## src/rtl/layer_pkg.sv

```systemverilog
// Shared constants and FSM encoding for the layer-to-layer output serializer.
package layer_pkg;

    localparam int LAYER_DW      = 16;
    localparam int LAYER_NN      = 30;
    localparam int LAYER_NN_NEXT = 30;

    typedef enum logic {
        ST_IDLE   = 1'b0,
        ST_STREAM = 1'b1
    } ser_state_e;

endpackage

```

## src/rtl/layer_out_serializer_capture_bank.sv

```systemverilog
// Per-lane capture registers for one batch of source-layer results, with
// arrival mask, lane re-strobe detection and batch-complete signalling.
module ser_capture_bank
    import layer_pkg::*;
#(
    parameter int NN = LAYER_NN,
    parameter int DW = LAYER_DW
) (
    input  logic             clk,
    input  logic             rst,
    input  logic [NN-1:0]    in_valid_i,
    input  logic [NN*DW-1:0] in_data_i,
    output logic             batch_done_o,
    output logic [DW-1:0]    batch_word_o [NN],
    output logic             lane_overrun_o
);

    logic [NN-1:0] mask_q;
    logic [DW-1:0] cap_q [NN];

    // Completed batch view: words arriving on the completing edge bypass cap_q.
    always_comb begin
        for (int k = 0; k < NN; k++) begin
            batch_word_o[k] = in_valid_i[k] ? in_data_i[k*DW +: DW] : cap_q[k];
        end
    end

    assign batch_done_o   = &(mask_q | in_valid_i);
    assign lane_overrun_o = |(mask_q & in_valid_i);

    // NOTE: data-only storage is left unreset; mask_q alone decides which entries are meaningful.
    always_ff @(posedge clk) begin
        for (int k = 0; k < NN; k++) begin
            if (in_valid_i[k]) begin
                cap_q[k] <= in_data_i[k*DW +: DW];
            end
        end
    end

    // No carry-over: lanes strobed on the completing edge belong to that batch.
    always_ff @(posedge clk) begin
        if (rst) begin
            mask_q <= '0;
        end else if (batch_done_o) begin
            mask_q <= '0;
        end else begin
            mask_q <= mask_q | in_valid_i;
        end
    end

endmodule

```

## src/rtl/layer_out_serializer.sv

```systemverilog
// Double-buffered parallel-to-serial bridge between neural layers.
// Optional SER_BATCH_CNT_EN adds a 16-bit count of fully streamed batches.
module layer_out_serializer
    import layer_pkg::*;
#(
    parameter int NN      = LAYER_NN,
    parameter int NN_NEXT = LAYER_NN_NEXT,
    parameter int DW      = LAYER_DW
) (
    input  logic                  clk,
    input  logic                  rst,
    input  logic [NN-1:0]         in_valid,
    input  logic [NN*DW-1:0]      in_data,
    output logic [NN_NEXT*DW-1:0] out_data,
    output logic [NN_NEXT-1:0]    out_valid,
    output logic                  busy,
    output logic                  overrun
`ifdef SER_BATCH_CNT_EN
    ,
    output logic [15:0]           batch_cnt
`endif
);

    localparam int IDX_W = (NN > 1) ? $clog2(NN) : 1;

    logic          batch_done;
    logic          lane_overrun;
    logic [DW-1:0] batch_word [NN];

    ser_capture_bank #(
        .NN (NN),
        .DW (DW)
    ) u_capture (
        .clk            (clk),
        .rst            (rst),
        .in_valid_i     (in_valid),
        .in_data_i      (in_data),
        .batch_done_o   (batch_done),
        .batch_word_o   (batch_word),
        .lane_overrun_o (lane_overrun)
    );

    ser_state_e       state_q;
    logic [IDX_W-1:0] idx_q;
    logic [IDX_W-1:0] idx_next;
    logic             pend_vld_q;
    logic             valid_q;
    logic             overrun_q;
    logic [DW-1:0]    word_q;
    logic [DW-1:0]    strm_buf_q [NN];
    logic [DW-1:0]    pend_buf_q [NN];
    logic             last_word;
    logic             load_slot;

    assign idx_next  = idx_q + IDX_W'(1);
    assign last_word = (state_q == ST_STREAM) && (idx_q == IDX_W'(NN - 1));
    // The stream buffer may be (re)loaded when idle or while its last word is out.
    assign load_slot = (state_q == ST_IDLE) || last_word;

    always_ff @(posedge clk) begin
        if (rst) begin
            state_q    <= ST_IDLE;
            idx_q      <= '0;
            pend_vld_q <= 1'b0;
            valid_q    <= 1'b0;
            word_q     <= '0;
            overrun_q  <= 1'b0;
        end else begin
            if (lane_overrun || (batch_done && !load_slot && pend_vld_q)) begin
                overrun_q <= 1'b1;
            end
            if (load_slot) begin
                idx_q <= '0;
                if (pend_vld_q) begin
                    state_q    <= ST_STREAM;
                    valid_q    <= 1'b1;
                    word_q     <= pend_buf_q[0];
                    pend_vld_q <= batch_done;
                end else if (batch_done) begin
                    state_q <= ST_STREAM;
                    valid_q <= 1'b1;
                    word_q  <= batch_word[0];
                end else begin
                    state_q <= ST_IDLE;
                    valid_q <= 1'b0;
                    word_q  <= '0;
                end
            end else begin
                idx_q  <= idx_next;
                word_q <= strm_buf_q[idx_next];
                if (batch_done && !pend_vld_q) begin
                    pend_vld_q <= 1'b1;
                end
            end
        end
    end

    // A completed batch parks in the pending buffer exactly when it cannot go
    // straight to streaming yet a free pending slot exists (load_slot == pend_vld_q).
    always_ff @(posedge clk) begin
        if (load_slot) begin
            if (pend_vld_q) begin
                strm_buf_q <= pend_buf_q;
            end else if (batch_done) begin
                strm_buf_q <= batch_word;
            end
        end
        if (batch_done && (load_slot == pend_vld_q)) begin
            pend_buf_q <= batch_word;
        end
    end

`ifdef SER_BATCH_CNT_EN
    logic [15:0] batch_cnt_q;

    always_ff @(posedge clk) begin
        if (rst) begin
            batch_cnt_q <= '0;
        end else if (last_word) begin
            batch_cnt_q <= batch_cnt_q + 16'd1;
        end
    end

    assign batch_cnt = batch_cnt_q;
`endif

    assign out_data  = {NN_NEXT{word_q}};
    assign out_valid = {NN_NEXT{valid_q}};
    assign busy      = (state_q == ST_STREAM);
    assign overrun   = overrun_q;

endmodule
```

## config.mk

```make
export PLATFORM = sky130hd
export DESIGN_NAME = layer_out_serializer
export DESIGN_NICKNAME = d
export VERILOG_FILES = /design/src/rtl/layer_pkg.sv /design/src/rtl/layer_out_serializer_capture_bank.sv /design/src/rtl/layer_out_serializer.sv
export SDC_FILE = /design/constraint.sdc
export NUM_CORES = 2
export LEC_CHECK = 0
export ABC_AREA = 1
export CAP_MARGIN = 20
export CORE_AREA = 2 2 398 400
export CTS_BUF_LIST = sky130_fd_sc_hd__clkbuf_2
export DETAILED_ROUTE_END_ITERATION = 10
export DIE_AREA = 0 0 400 402
export DONT_BUFFER_PORTS = 1
export PLACE_DENSITY = 0.5
export SETUP_SLACK_MARGIN = 0.1
export SYNTH_ARGS = -nofsm -noshare
export SYNTH_HDL_FRONTEND = slang
export SYNTH_SLANG_ARGS = --single-unit
```

## constraint.sdc

```tcl
create_clock -name clk -period 49.5 [get_ports clk]
set_clock_uncertainty 0.05 [all_clocks]
set_input_delay 4.95 -clock clk [delete_from_list [all_inputs] [get_ports clk]]
set_output_delay 4.95 -clock clk [all_outputs]
set_load 0.01 [all_outputs]
```

==> reports/metrics.csv <==
metric,value,unit
register bit total from synthesis,1494,
first-pass GRT wire length,268,mm
MaxCap Viol Count,0,
Peak Freq,125,MHz
cells along the critical path,buf_4,
RSZ-0062 raised after global routing,false,
Max Slew Vio Count,0,
sequential area share after synthesis,64.4,%
clock period minus worst slack,8.01,ns
Final ANT Viol Nets,0,
Clock Pin Slew Worst Setup and Hold Paths,0.10,ns
Placement Cell Area,0.0594,mm^2
syn_area_per_cell,9.89,um^2
Initial Util,39.0,%
Worst EP arrival,3.01,ns
CTS root buf,clkbuf_2,
Yosys warnings,0,
HPWL Detailed,132,mm
WP data required,44.50,ns
Critical Path Start Type,flip-flop,
finished layout cell area,0.0631,mm^2
DRT Pass-1 Iters,6,
setup TNS,0,ns
Die ar.,0.161,mm^2
Port Buffer Count,0,
Gate Count Post-Synth,6203,
Worst VDD drop,0.0173,mV
distinct cell type count after synthesis,36,
Post-CTS Hold Fix Bufs,0,
period utilization,16.2,%
Least-Margin Pin Slew,1.23,ns
Worst-Skew Late Latency,1.80,ns
WP buf/inv,1,
Pwr Total,2350,uW
Die Y,402,um
largest net degree at the start of global routing,191,
clock buffer depth,4,
WHS,0.338,ns
Synthesized Nets,6717,
initial antenna violation count,33,
run status,"finished, final reports clean",
power per cell area,37.2,mW/mm^2
crit-path leading delay family,buffers and inverters,
critical path class,flip-flop to output pin,
WL final,190,mm
Post-route DRC,0,
top-level port count,1024,
Total GRT Usage,23.1,%
# rows,146,
H-tree depth,5,
P_leak,0.0267,uW
area delta synth->final,2.93,%
slowest CP cell,buf_4,
fillers,15793,
Critical Path Fanout Max,29,
Num Clock Sinks,1494,
Final Hold Viols,0,
mapped cell area,0.0613,mm^2
vias in the first global route,38714,
routed len/inst,23.0,um
drt initial violations,3387,
RePlAce Congestion,0.828,
vias,41036,
core area,0.157,mm^2
gr ovfl total,0,
layout cells sized above 1,13.4,%
Post-CTS Setup Inserts,0,
Post-CTS Resized,0,
Critical Path End Type,output pin,
worst min path class,flip-flop to flip-flop,
cts bufs inserted,402,
setup violators final,0,
Slew headroom,18.1,%
CTS tree,done,
Nets,6360,
overall die width,400,um
DR vias/cell,4.97,
Crit path largest cell delay,0.82,ns
==> synth_stat cells <==
cell	instances	area, um^2
xor2_1	2	17.5
nand3_1	330	1650
buf_6	1	11.3
edfxtp_1	960	28800
nand2_1	2256	8470
a22o_1	1	8.76
nor2_1	459	1720
inv_2	12	45.0
xor2_2	1	16.3
buf_4	495	3720
a31oi_1	400	2500
o21ai_1	6	30.0
buf_2	87	435
ha_1	2	25.0
and2_0	1	6.26
clkinv_1	1	3.75
o21ai_0	30	150
xnor2_2	2	32.5
nor3b_1	1	7.51
nand4_1	4	25.0
o21a_1	1	7.51
o211ai_1	1	7.51
buf_1	39	146
nand3_2	1	10.0
a21oi_1	31	155
or2_2	20	125
nor3_1	6	30.0
o22ai_1	1	6.26
dfxtp_1	534	10700
inv_1	277	1040
a211oi_1	1	7.51
o2111ai_1	2	17.5
nand2_2	1	6.26
clkbuf_1	172	646
nor2_4	1	11.3
mux2_2	64	721
==> per-layer routing <==
metal / global-route usage, % / vias to the layer above / part of all wire [%]
li1: - / 19621 / -
met1: 32.2 / 19556 / 45
met2: 36.4 / 1547 / 46
met3: 4.79 / 294 / 6.6
met4: 6.45 / 18 / 2.1
met5: 0 / - / 0.048
==> logic make-up after synthesis <==
family	share of synthesized area, %
XOR/XNOR	0.108
multiplexers	1.18
flip-flops	64.4
buffers and inverters	9.85
AO/OA/AOI/OAI	4.72
AND/OR/NAND/NOR	19.7
adder cells (fa/ha/maj)	0.0408
==> state kept, by name, indices dropped and copies added, names as in the netlist <==
name and flops:
u_capture.cap_q 480, u_capture.mask_q 30, valid_q 1, idx_q 5, strm_buf_q 480, pend_vld_q 1, word_q 16, pend_buf_q 480
overrun 1
==> power by group <==
group | internal, uW | switching [uW] | total [uW]
Clock | 346 | 513 | 859
Sequential | 1370 | 9.44 | 1380
Combinational | 33.9 | 74.4 | 108
Total | 1750 | 597 | 2350
==> metrics by stage <==
| stage | setup WS [ns] | utilization [%] | cells |
|---|---|---|---|
| floorplan | 19.40 | - | 6203 |
| global placement | 39.71 | 37.8 | 7512 |
| detailed placement | 39.71 | 37.8 | 7512 |
| CTS | 41.21 | 40.1 | 8240 |
| global route | 41.19 | 40.2 | 8251 |
| finish | 41.49 | 40.2 | 8264 |
==> layout make-up <==
| type | instances | area (um^2) | area share, % |
|---|---|---|---|
| antenna | 22 | 55.1 | 0.0872 |
| clock buffer | 645 | 3230 | 5.11 |
| clock inverter | 83 | 355 | 0.563 |
| inverter | 290 | 1110 | 1.76 |
| multi-input combinational | 3625 | 15900 | 25.1 |
| sequential | 1494 | 39600 | 62.7 |
| tap | 2072 | 2590 | 4.11 |
| timing repair buffer | 33 | 338 | 0.535 |
==> layout by cell type, fill, tap and decap left out, drive strengths merged <==
master,n
and2,1
clkinvlp,1
nor3,6
xnor2,2
nand3,331
nor3b,1
a22o,1
nand4,4
or2,20
a31oi,400
inv,296
bufinv,1
clkinv,75
buf,33
o2111ai,2
dfxtp,534
xor2,3
o21a,1
a21oi,31
o211ai,1
a211oi,1
o22ai,1
ha,2
nor2,460
diode,22
mux2,64
clkbuf,645
edfxtp,960
nand2,2257
o21ai,36
==> worst paths after layout <==
kind,start,endpoint,slack (ns),depth (start not counted)
setup / recovery,word_q[6],out_data[326],41.49,1
hold / removal,u_capture.cap_q[2][50],strm_buf_q[162],0.34,2
hold reg to reg,u_capture.cap_q[2][50],strm_buf_q[162],0.34,2
setup reg to reg,valid_q,pend_buf_q[285],43.49,8
Note: power is estimated with default switching activity, not from simulation.
